## config.mk

```make
export PLATFORM = sky130hd
export DESIGN_NAME = project_select_ctrl
export DESIGN_NICKNAME = d
export VERILOG_FILES = /design/src/rtl/project_select_pkg.sv /design/src/rtl/project_resp_mux.sv /design/src/rtl/project_select_ctrl.sv
export SDC_FILE = /design/constraint.sdc
export NUM_CORES = 1
export LEC_CHECK = 0
export ABC_AREA = 1
export BUFFER_PORTS_ARGS = -buffer_cell sky130_fd_sc_hd__buf_4
export CAP_MARGIN = 40
export CORE_AREA = 2 2 156 158
export DETAILED_ROUTE_END_ITERATION = 16
export DIE_AREA = 0 0 158 160
export RECOVER_POWER = 50
export SETUP_SLACK_MARGIN = 0.15
export SYNTH_ARGS = -nofsm -noshare
export SYNTH_HDL_FRONTEND = slang
export SYNTH_SLANG_ARGS = --single-unit
```

## constraint.sdc

```tcl
create_clock -name wb_clk_i -period 3.3 [get_ports wb_clk_i]
set_input_delay 0.66 -clock wb_clk_i [delete_from_list [all_inputs] [get_ports wb_clk_i]]
set_output_delay 0.66 -clock wb_clk_i [all_outputs]
set_load 0.01 [all_outputs]
```

## src/rtl/project_select_pkg.sv

```systemverilog
// Shared definitions for the project select controller: register offsets,
// STATUS bit positions and the switch sequencer state encoding.
package project_select_pkg;

  localparam logic [3:0] SEL_OFS  = 4'h0;
  localparam logic [3:0] STAT_OFS = 4'h4;

  localparam int SEL_EN_BIT     = 31;
  localparam int ST_BUSY_BIT    = 0;
  localparam int ST_DROP_BIT    = 1;
  localparam int ST_RERR_BIT    = 2;
  localparam int ST_EVT_BIT     = 3;
  localparam int ST_IDX_LSB     = 8;

  typedef enum logic [1:0] {
    ST_IDLE  = 2'd0,
    ST_DRAIN = 2'd1,
    ST_GUARD = 2'd2
  } sel_state_t;

endpackage

```

## src/rtl/project_resp_mux.sv

```systemverilog
// One-hot (or all-zero) select of per-project ack, read data and IRQs.
// A zero select yields all-zero outputs.
module project_resp_mux #(
  parameter int NUM_PROJECTS = 8
) (
  input  logic [NUM_PROJECTS-1:0]    sel,
  input  logic [NUM_PROJECTS-1:0]    ack_in,
  input  logic [32*NUM_PROJECTS-1:0] dat_in,
  input  logic [3*NUM_PROJECTS-1:0]  irq_in,
  output logic                       ack,
  output logic [31:0]                dat,
  output logic [2:0]                 irq
);

  always_comb begin
    ack = 1'b0;
    dat = '0;
    irq = '0;
    for (int k = 0; k < NUM_PROJECTS; k++) begin
      ack = ack | (sel[k] & ack_in[k]);
      dat = dat | ({32{sel[k]}} & dat_in[32*k +: 32]);
      irq = irq | ({3{sel[k]}} & irq_in[3*k +: 3]);
    end
  end

endmodule

```

## src/rtl/project_select_ctrl.sv

```systemverilog
// Firmware-driven project selector: Wishbone/IRQ mux with a drain/guard switch sequence.
// Optional macro PROJ_SEL_IRQ_EN adds a switch-done event on user_irq[2] / STATUS bit3.
module project_select_ctrl
  import project_select_pkg::*;
#(
  parameter int          NUM_PROJECTS = 8,
  parameter int          GUARD_CYCLES = 4,
  parameter logic [31:0] BASE_ADDR    = 32'h3000_0000
) (
  input  logic                       wb_clk_i,
  input  logic                       wb_rst_n,
  input  logic                       wbs_stb_i,
  input  logic                       wbs_cyc_i,
  input  logic                       wbs_we_i,
  input  logic [3:0]                 wbs_sel_i,
  input  logic [31:0]                wbs_adr_i,
  input  logic [31:0]                wbs_dat_i,
  output logic                       wbs_ack_o,
  output logic [31:0]                wbs_dat_o,
  input  logic [NUM_PROJECTS-1:0]    proj_ack_i,
  input  logic [32*NUM_PROJECTS-1:0] proj_dat_i,
  input  logic [3*NUM_PROJECTS-1:0]  proj_irq_i,
  output logic [2:0]                 user_irq,
  output logic [NUM_PROJECTS-1:0]    active
);

  localparam int                    CNT_W = (GUARD_CYCLES > 1) ? $clog2(GUARD_CYCLES) : 1;
  localparam logic [4:0]            NP    = 5'(NUM_PROJECTS);
  localparam logic [NUM_PROJECTS-1:0] ONE = NUM_PROJECTS'(1);

  sel_state_t       state, next_state;
  logic [CNT_W-1:0] cnt;
  logic             pend_en;
  logic [3:0]       pend_idx;
  logic [3:0]       cur_idx;
  logic             drop, range_err, done_evt;
  logic             ctrl_ack, idle_ack;

  logic             hit, req, fwd, wr, sel_wr, stat_wr, range_bad, busy;
  logic             accept, drain_done, guard_done;
  logic             mux_ack;
  logic [31:0]      mux_dat, ctrl_rdata;
  logic [2:0]       mux_irq;
  logic [3:0]       ofs;
  logic             unused_bits;

  assign unused_bits = &{1'b0, wbs_sel_i, wbs_dat_i[30:4]};

  assign ofs       = wbs_adr_i[3:0];
  assign hit       = (wbs_adr_i[31:4] == BASE_ADDR[31:4]);
  assign req       = wbs_stb_i & wbs_cyc_i;
  assign fwd       = req & ~hit & (|active);
  // Register writes commit in the ack cycle while the master still holds the request.
  assign wr        = ctrl_ack & req & hit & wbs_we_i;
  assign sel_wr    = wr & (ofs == SEL_OFS);
  assign stat_wr   = wr & (ofs == STAT_OFS);
  assign range_bad = ({1'b0, wbs_dat_i[3:0]} >= NP);
  assign busy      = (state != ST_IDLE);

  project_resp_mux #(.NUM_PROJECTS(NUM_PROJECTS)) u_mux (
    .sel    (active),
    .ack_in (proj_ack_i),
    .dat_in (proj_dat_i),
    .irq_in (proj_irq_i),
    .ack    (mux_ack),
    .dat    (mux_dat),
    .irq    (mux_irq)
  );

  always_ff @(posedge wb_clk_i or negedge wb_rst_n) begin
    if (!wb_rst_n) state <= ST_IDLE;
    else           state <= next_state;
  end

  always_comb begin
    next_state = state;
    accept     = 1'b0;
    drain_done = 1'b0;
    guard_done = 1'b0;
    case (state)
      ST_IDLE: begin
        if (sel_wr && !range_bad) begin
          accept     = 1'b1;
          next_state = ST_DRAIN;
        end
      end
      ST_DRAIN: begin
        if (!wbs_cyc_i) begin
          drain_done = 1'b1;
          next_state = ST_GUARD;
        end
      end
      ST_GUARD: begin
        if (cnt == '0) begin
          guard_done = 1'b1;
          next_state = ST_IDLE;
        end
      end
      default: next_state = ST_IDLE;
    endcase
  end

  always_ff @(posedge wb_clk_i or negedge wb_rst_n) begin
    if (!wb_rst_n) begin
      cnt       <= '0;
      pend_en   <= 1'b0;
      pend_idx  <= '0;
      cur_idx   <= '0;
      active    <= '0;
      drop      <= 1'b0;
      range_err <= 1'b0;
      ctrl_ack  <= 1'b0;
      idle_ack  <= 1'b0;
    end else begin
      ctrl_ack <= req & hit & ~ctrl_ack;
      idle_ack <= req & ~hit & ~(|active) & ~idle_ack;
      if (accept) begin
        pend_en  <= wbs_dat_i[SEL_EN_BIT];
        pend_idx <= wbs_dat_i[3:0];
      end
      if (drain_done) begin
        active <= '0;
        cnt    <= CNT_W'(GUARD_CYCLES - 1);
      end else if (state == ST_GUARD && cnt != '0) begin
        cnt <= cnt - 1'b1;
      end
      if (guard_done) begin
        active  <= pend_en ? (ONE << pend_idx) : '0;
        cur_idx <= pend_idx;
      end
      if (stat_wr) begin
        drop      <= 1'b0;
        range_err <= 1'b0;
      end else begin
        if (sel_wr && range_bad)          range_err <= 1'b1;
        if (sel_wr && !range_bad && busy) drop      <= 1'b1;
      end
    end
  end

`ifdef PROJ_SEL_IRQ_EN
  always_ff @(posedge wb_clk_i or negedge wb_rst_n) begin
    if (!wb_rst_n)       done_evt <= 1'b0;
    else if (stat_wr)    done_evt <= 1'b0;
    else if (guard_done) done_evt <= 1'b1;
  end
  assign user_irq = mux_irq | {done_evt, 2'b00};
`else
  assign done_evt = 1'b0;
  assign user_irq = mux_irq;
`endif

  always_comb begin
    ctrl_rdata = '0;
    case (ofs)
      SEL_OFS: begin
        ctrl_rdata[SEL_EN_BIT] = pend_en;
        ctrl_rdata[3:0]        = pend_idx;
      end
      STAT_OFS: begin
        ctrl_rdata[ST_BUSY_BIT]                  = busy;
        ctrl_rdata[ST_DROP_BIT]                  = drop;
        ctrl_rdata[ST_RERR_BIT]                  = range_err;
        ctrl_rdata[ST_EVT_BIT]                   = done_evt;
        ctrl_rdata[ST_IDX_LSB+3:ST_IDX_LSB]      = cur_idx;
      end
      default: ctrl_rdata = '0;
    endcase
  end

  // Idle-ack path returns zero data; project path is forwarded combinationally.
  assign wbs_ack_o = ctrl_ack | idle_ack | (fwd & mux_ack);
  assign wbs_dat_o = ctrl_ack ? ctrl_rdata : (fwd ? mux_dat : 32'h0);

endmodule

```

==> results.yml, run 1 <==
timing:
  period_needed_ns: 2.87
  min_period_over_period: 0.869
  hold_viol: 0
  clock_skew_ns: 0.00171
  max_freq_mhz: 349
  rsz0062_at_grt: "false"
  setup_tns_ns: 0
  tightestPinTransition_ns: 1.36
  setup_viol: 0
  max_slew_margin: 0.0965
  slew_viol_final: 0
logic_synthesis:
  syn_inst: 590
  synth-seq-area-share: 0.186
  synth_top_area_frac: 0.314
  synth_area_sq_mm: 0.00336
  synth_area_leaders: "nand2_1 31%, dfrtp_1 19%, a221oi_1 8.1%, nand4_1 5.0%, nand3_1 4.9%"
  syn_nets: 952
  yosys.area.top_type: "nand2_1"
  ys_ff_latch: 25
  yosys.cell_types.count: 36
  syn_area_per_cell_sq_um: 5.70
  synthesis.yosys.warnings: 0
global_routing:
  grt_pass1_vias: 5520
  grt_overflow: 0
  gr-usage-all-layers: 0.166
  grt_use_met1: 0.210
  grt.busiest_layer: "met2"
  met2_usage: 0.296
  antenna_found_initial: 0
  grt_max_degree: 38
  grt_pass1_wl_mm: 31.9
  use_met3: 0.0244
floorplan:
  die_x_um: 158
  die_y_um: 160
  dieArea_sq_mm: 0.0253
  fp.coreArea_sq_mm: 0.0238
  io_pins: 405
  start_util: 0.141
  rows: 57
setup_path:
  critPathSlowestCell: "inv_4"
  rr_startpoint: "cnt[0]"
  critPathLaunchType: "primary input"
  path_class: "in2out"
  ff2ff_setup_slack_ns: 1.43
  slowest_delay_ns: 0.32
  reg2reg_depth: 6
  worstPathMaxFanout: 23
  r2r_end: "active[0]"
  crit_arrival_ns: 2.21
  required_ns: 2.64
  crit_path_frequent_cell: "nor2_1"
  cp-end-kind: "primary output"
  cp_cell_sequence: "clkbuf_4, nor2_1, nand2_1, nor2_1, nand2_1, nor2_1, inv_2, nand2_2, a21oi_4, inv_4, nor2_1, buf_4"
power_and_ir_drop:
  vdd_drop_max_mv: 0.223
  p_sw_frac: 0.521
  p_per_area_mw_per_mm2: 523
  pwr-share-comb: 0.761
  power.internal_mw: 1.64
  power_frac_clock: 0.079
  p_seq_frac: 0.160
  switchingPower_mw: 1.79
  power_leakage_nw: 3.47
placed_design:
  port_buffers: 373
  hpwl_mm: 18.1
  place_area_sq_mm: 0.00652
  place.gp.congestion: 0.869
clocking:
  numCtsBuffers: 3
  cts_tree: "built"
  clk_pin_slew_worst_paths_ns: 0.06
  h-tree-depth: 1
  cts_buffer_depth: 2
  cts-root-buf: "clkbuf_16"
  clk_latency_ns: 0.26
  cts.sinks: 25
run_status:
  status: "complete, no violations"
cells_and_area:
  antenna_cells: 0
  drive_above_1_share: 0.442
  stdcell_area_sq_mm: 0.00657
  n_fill_cell: 2713
  nets: 1309
  synthToLayoutAreaGrowth_pct: 95.3
route:
  drt-initial-drc-count: 365
  first_pass_iters: 5
  wire_per_inst_um: 17.8
  drc: 0
  vias: 5696
  routed_wl_mm: 22.6
  ant_nets: 0
  viasPerCell: 4.49
job:
  cap_viol_max_count: 0
worst_hold_path:
  worstHoldStart: "idle_ack"
  hp-class: "reg2reg"
  holdPathStages: 1
  min_to: "idle_ack"
[sequential cells by signal, summed over array words and instances, names as in the netlist]
| register | count |
|---|---|
| active | 8 |
| cur_idx | 4 |
| range_err | 1 |
| ctrl_ack | 1 |
| state | 2 |
| drop | 1 |
| idle_ack | 1 |
| pend_idx | 4 |
| pend_en | 1 |
| cnt | 2 |
[worst max-delay path by stage]
stage                             start            end  slack (ns)
after global placement    wbs_adr_i[11]   wbs_dat_o[6]        0.29
final                     wbs_adr_i[25]  wbs_dat_o[19]        0.43
after global routing      wbs_adr_i[25]  wbs_dat_o[22]        0.22
after CTS                     active[2]  wbs_dat_o[19]        0.29
after floorplan           wbs_adr_i[27]  wbs_dat_o[16]        1.07
after detailed placement   wbs_adr_i[9]  wbs_dat_o[20]        0.31
[per-layer routing]
metal	up-vias	share of wire	wire length [um]
met5	-	0	0
met4	0	0.017	380
met3	28	0.085	1920
met2	322	0.49	11000
met1	2632	0.41	9260
li1	2714	-	-
[cell usage after synthesis (all sizes together)]
cell type	count
ha	1
o21ai	11
o31ai	1
a32oi	1
o22ai	3
dfrtp	25
nand3b	1
inv	23
a211oi	1
buf	34
o41ai	1
nand3	35
nand2	282
clkbuf	5
a22o	18
a21oi	24
o211ai	1
nand4	28
a221oi	31
nor3	6
a22oi	2
nor2	56
[layout make-up]
| cell class | count | area, sq um | share of cell area |
|---|---|---|---|
| clock buffers | 3 | 75.1 | 0.0114 |
| clock inverters | 1 | 5.00 | 0.000762 |
| inverters | 23 | 88.8 | 0.0135 |
| multi-input cells | 503 | 2400 | 0.366 |
| flip-flops and latches | 25 | 634 | 0.0966 |
| well taps | 324 | 405 | 0.0617 |
| repair buffers | 391 | 2960 | 0.450 |
[power by group through the flow]
| stage | clock (mW) | sequential [mW] | combinational, mW |
|---|---|---|---|
| floorplan | 0 | 0.433 | 1.45 |
| detailed placement | 0 | 0.568 | 2.63 |
| finish | 0.271 | 0.550 | 2.61 |
| global route | 0.291 | 0.572 | 2.85 |
| global placement | 0 | 0.563 | 2.61 |
| CTS | 0.275 | 0.561 | 2.64 |
[placed cells by master (no fill, tap or decap), drive strengths merged, types with 2 or more instances in the layout]
cell type  netlist  routed
clkbuf           5       5
buf             34     389
nand2          282     282
o22ai            3       3
dfrtp           25      25
o21ai           11      11
nor2            56      56
a22o            18      18
a22oi            2       2
a21oi           24      24
a221oi          31      31
nand4           28      28
nor3             6       6
nand3           35      35
inv             23      23
[worst max-delay path, delay by kind of cell]
family / cells / cell delay (ns)
simple gates: 7 / 0.78
buf+inv: 4 / 0.66
compound gates: 1 / 0.09
[timing repair]
| item | CTS | global route |
|---|---|---|
| setup buffers | 0 | 0 |
| endpoints found under the hold margin | 0 | 0 |
| endpoints found under the setup margin | 0 | 3 |
| hold buffers | 0 | 0 |
| resized for setup | 0 | 1 |
[logic make-up (layout without fill, tap and decap cells)]
logic type	Yosys count	after routing	synth area share
buf+inv	62	418	0.0905
flops	25	25	0.186
fa+ha+maj	1	1	0.00372
simple gates	408	408	0.513
compound gates	94	94	0.206
[per-stage QoR]
step                      hold slack (ns)  total power [mW]  utilization  std cells  setup slack (ns)
final                               0.439              3.43        0.276       1270             0.433
after global routing                0.475              3.72        0.276       1270             0.222
after CTS                           0.305              3.47        0.277       1270             0.292
after detailed placement            0.432              3.20        0.274       1266             0.307
after global placement              0.426              3.17        0.274       1266             0.288
after floorplan                     0.364              1.89            -        590              1.07
Note: power is estimated with default switching activity, not from simulation.
==> inputs of run 2 (changes only) <==
--- a/config.mk
+++ b/config.mk
@@ -5,7 +5,6 @@
 export SDC_FILE = /design/constraint.sdc
 export NUM_CORES = 1
 export LEC_CHECK = 0
-export ABC_AREA = 1
 export BUFFER_PORTS_ARGS = -buffer_cell sky130_fd_sc_hd__buf_4
 export CAP_MARGIN = 40
 export CORE_AREA = 2 2 156 158
==> results.yml, run 2 <==
run_status:
  status: "complete, no violations"
timing:
  period_needed_ns: 3.13
  max_slew_margin: 0.0846
  setup_tns_ns: 0
  rsz0062_at_grt: "false"
  min_period_over_period: 0.948
  hold_viol: 0
  slew_viol_final: 0
  max_freq_mhz: 320
  tightestPinTransition_ns: 1.37
  setup_viol: 0
  clock_skew_ns: 0.00497
  timing.final.ws_setup_ns: 0.173
clocking:
  cts_tree: "built"
  cts_buffer_depth: 2
  cts-root-buf: "clkbuf_16"
  cts-resized-gates: 0
  clk_pin_slew_worst_paths_ns: 0.06
  cts.sinks: 25
  h-tree-depth: 1
  holdBufCountCts: 0
  numCtsBuffers: 3
  clk_latency_ns: 0.26
  post_cts_buffers: 0
placed_design:
  pre_cts_ws_ns: 0.397
  place.gp.congestion: 0.800
  port_buffers: 373
  hpwl_mm: 15.3
setup_path:
  required_ns: 2.64
  critical_path.top_delay_family: "compound AO/OA/AOI/OAI gates"
  critPathSlowestCell: "clkbuf_2"
  worstSetupStartpoint: "active[5]"
  slowest_delay_ns: 0.62
  crit_arrival_ns: 2.47
  critPathLaunchType: "flip-flop"
  cp-end-kind: "primary output"
  cp_cell_sequence: "clkbuf_2, a22o_1, a221oi_1, a31oi_1, buf_4"
  worstPathMaxFanout: 38
  critical_path_buf_inv_count: 2
  path_class: "reg2out"
  rr_startpoint: "ctrl_ack"
logic_synthesis:
  yosys.area.top_type: "a22oi_1"
  synth_top_area_frac: 0.266
  synthTopCellsByCount: "100 x a22oi_1, 31 x clkbuf_1, 26 x a22o_1"
  synth_area_sq_mm: 0.00282
  syn_nets: 704
  synth-edff-count: 0
  yosysMostFrequentCell: "a22oi_1"
  syn_area_per_cell_sq_um: 8.25
  synth-seq-area-share: 0.222
  yosys.cell_types.count: 41
  syn_inst: 342
  ys_ff_latch: 25
  synthesis.yosys.warnings: 0
  synth-async-reset-ratio: 1.00
  yosys_most_used_dff: "dfrtp_1"
  synth_area_leaders: "a22oi_1 27%, dfrtp_1 22%, a22o_1 8.1%, a221oi_1 6.8%, a31oi_1 4.9%"
route:
  drt-initial-drc-count: 387
  ant_nets: 0
  viasPerCell: 4.72
  dr_wl_met3_mm: 1.64
  wire_per_inst_um: 19.5
  top_layer_used: "met4"
  routed_wl_mm: 19.9
  wl_met2_mm: 9.87
  vias: 4819
  drc: 0
  first_pass_iters: 5
  wl_met1_mm: 8.01
power_and_ir_drop:
  power_leakage_nw: 2.72
  p_per_area_mw_per_mm2: 148
  vdd_drop_max_mv: 0.134
  power.internal_uw: 718
  p_seq_frac: 0.340
  switchingPower_uw: 185
  power_uw: 903
  p_sw_frac: 0.205
  pwr-share-comb: 0.359
  power_frac_clock: 0.301
cells_and_area:
  largest_reg_flops: 8
  mostFrequentLayoutCell: "buf_4"
  synthToLayoutAreaGrowth_pct: 116
  drive_above_1_share: 0.587
  reg_top3: "active: 8 flops, cur_idx: 4 flops, pend_idx: 4 flops"
  nets: 1060
  antenna_cells: 0
  final_cell_mix: "383 x buf_4, 100 x a22oi_1, 26 x a22o_1"
  top_register: "active"
  n_fill_cell: 2650
floorplan:
  rows: 57
  io_pins: 405
  dieArea_sq_mm: 0.0253
  die_y_um: 160
  die_x_um: 158
  start_util: 0.118
  fp.coreArea_sq_mm: 0.0238
global_routing:
  grt_overflow: 0
  grt_pass1_vias: 4645
  gr-usage-all-layers: 0.142
  antenna_found_initial: 0
  grt_pass1_wl_mm: 27.3
  grt_max_degree: 39
job:
  cap_viol_max_count: 0
worst_hold_path:
  worstHoldStart: "idle_ack"
  hp-class: "reg2reg"
## run 2: cell count changes after synthesis, sizes merged, moves of 9 or more
cell    previous run  this run
a31oi              0        22
nand4             28        12
nor2              56         8
nor4               0        11
a32o               0        10
nand3             35         2
inv               23         7
a21oi             24         1
nand2            282        14
clkbuf             5        32
a221oi            31        22
buf               34         7
a22oi              2       100
## run 2: final timing paths
kind                                 end  slack [ns]  depth (start not counted)
setup / recovery           wbs_dat_o[21]        0.17                          5
hold / removal                  idle_ack        0.43                          1
setup reg to reg             pend_idx[1]        0.87                          4
hold reg to reg                 idle_ack        0.43                          1
max in group asynchronous      active[1]        1.69                          1
min in group asynchronous       ctrl_ack        0.70                          1
## run 2: metal layers
metal	GRT usage	vias up
li1	-	2198
met1	0.178	2309
met2	0.254	283
met3	0.0204	29
met4	0.0311	0
met5	0	-
## run 2: stage by stage
step,util,hold slack [ns],cells,instance area [sq um]
after floorplan,-,0.364,342,2820
after global routing,0.256,0.477,1021,6100
final,0.256,0.429,1021,6100
after detailed placement,0.253,0.425,1017,6030
after global placement,0.253,0.419,1017,6030
after CTS,0.257,0.306,1021,6110
## run 2: cell type report
type                            count  area, sq um  share of cell area
Clock buffer                        3         75.1              0.0123
Tap cell                          324          405              0.0665
Clock inverter                      1         7.51             0.00123
Inverter                            7         26.3             0.00431
Sequential cell                    25          634               0.104
Timing Repair Buffer              390         2920               0.479
Multi-Input combinational cell    271         2020               0.332
## run 2: logic make-up after synthesis
family,after synthesis,synth area share
AO/OA/AOI/OAI,193,0.532
adder cells (fa/ha/maj),1,0.00444
buffers and inverters,46,0.0617
flip-flops,25,0.222
multiplexers,8,0.0302
AND/OR/NAND/NOR,69,0.150
## run 2: worst reg2reg max path, cell delays in order (launching register included)
cell     delay [ns]
dfrtp_1        0.40
or4b_1         0.63
or4_4          0.56
nor4_4         0.34
mux2_2         0.38
## run 2: power groups by stage
stage / sequential [mW] / clock [mW] / combinational [mW]
6_report: 0.307 / 0.272 / 0.324
3_3_place_gp: 0.313 / 0 / 0.321
4_1_cts: 0.307 / 0.276 / 0.325
3_5_place_dp: 0.313 / 0 / 0.325
5_1_grt: 0.307 / 0.290 / 0.345
2_1_floorplan: 0.313 / 0 / 0.00935
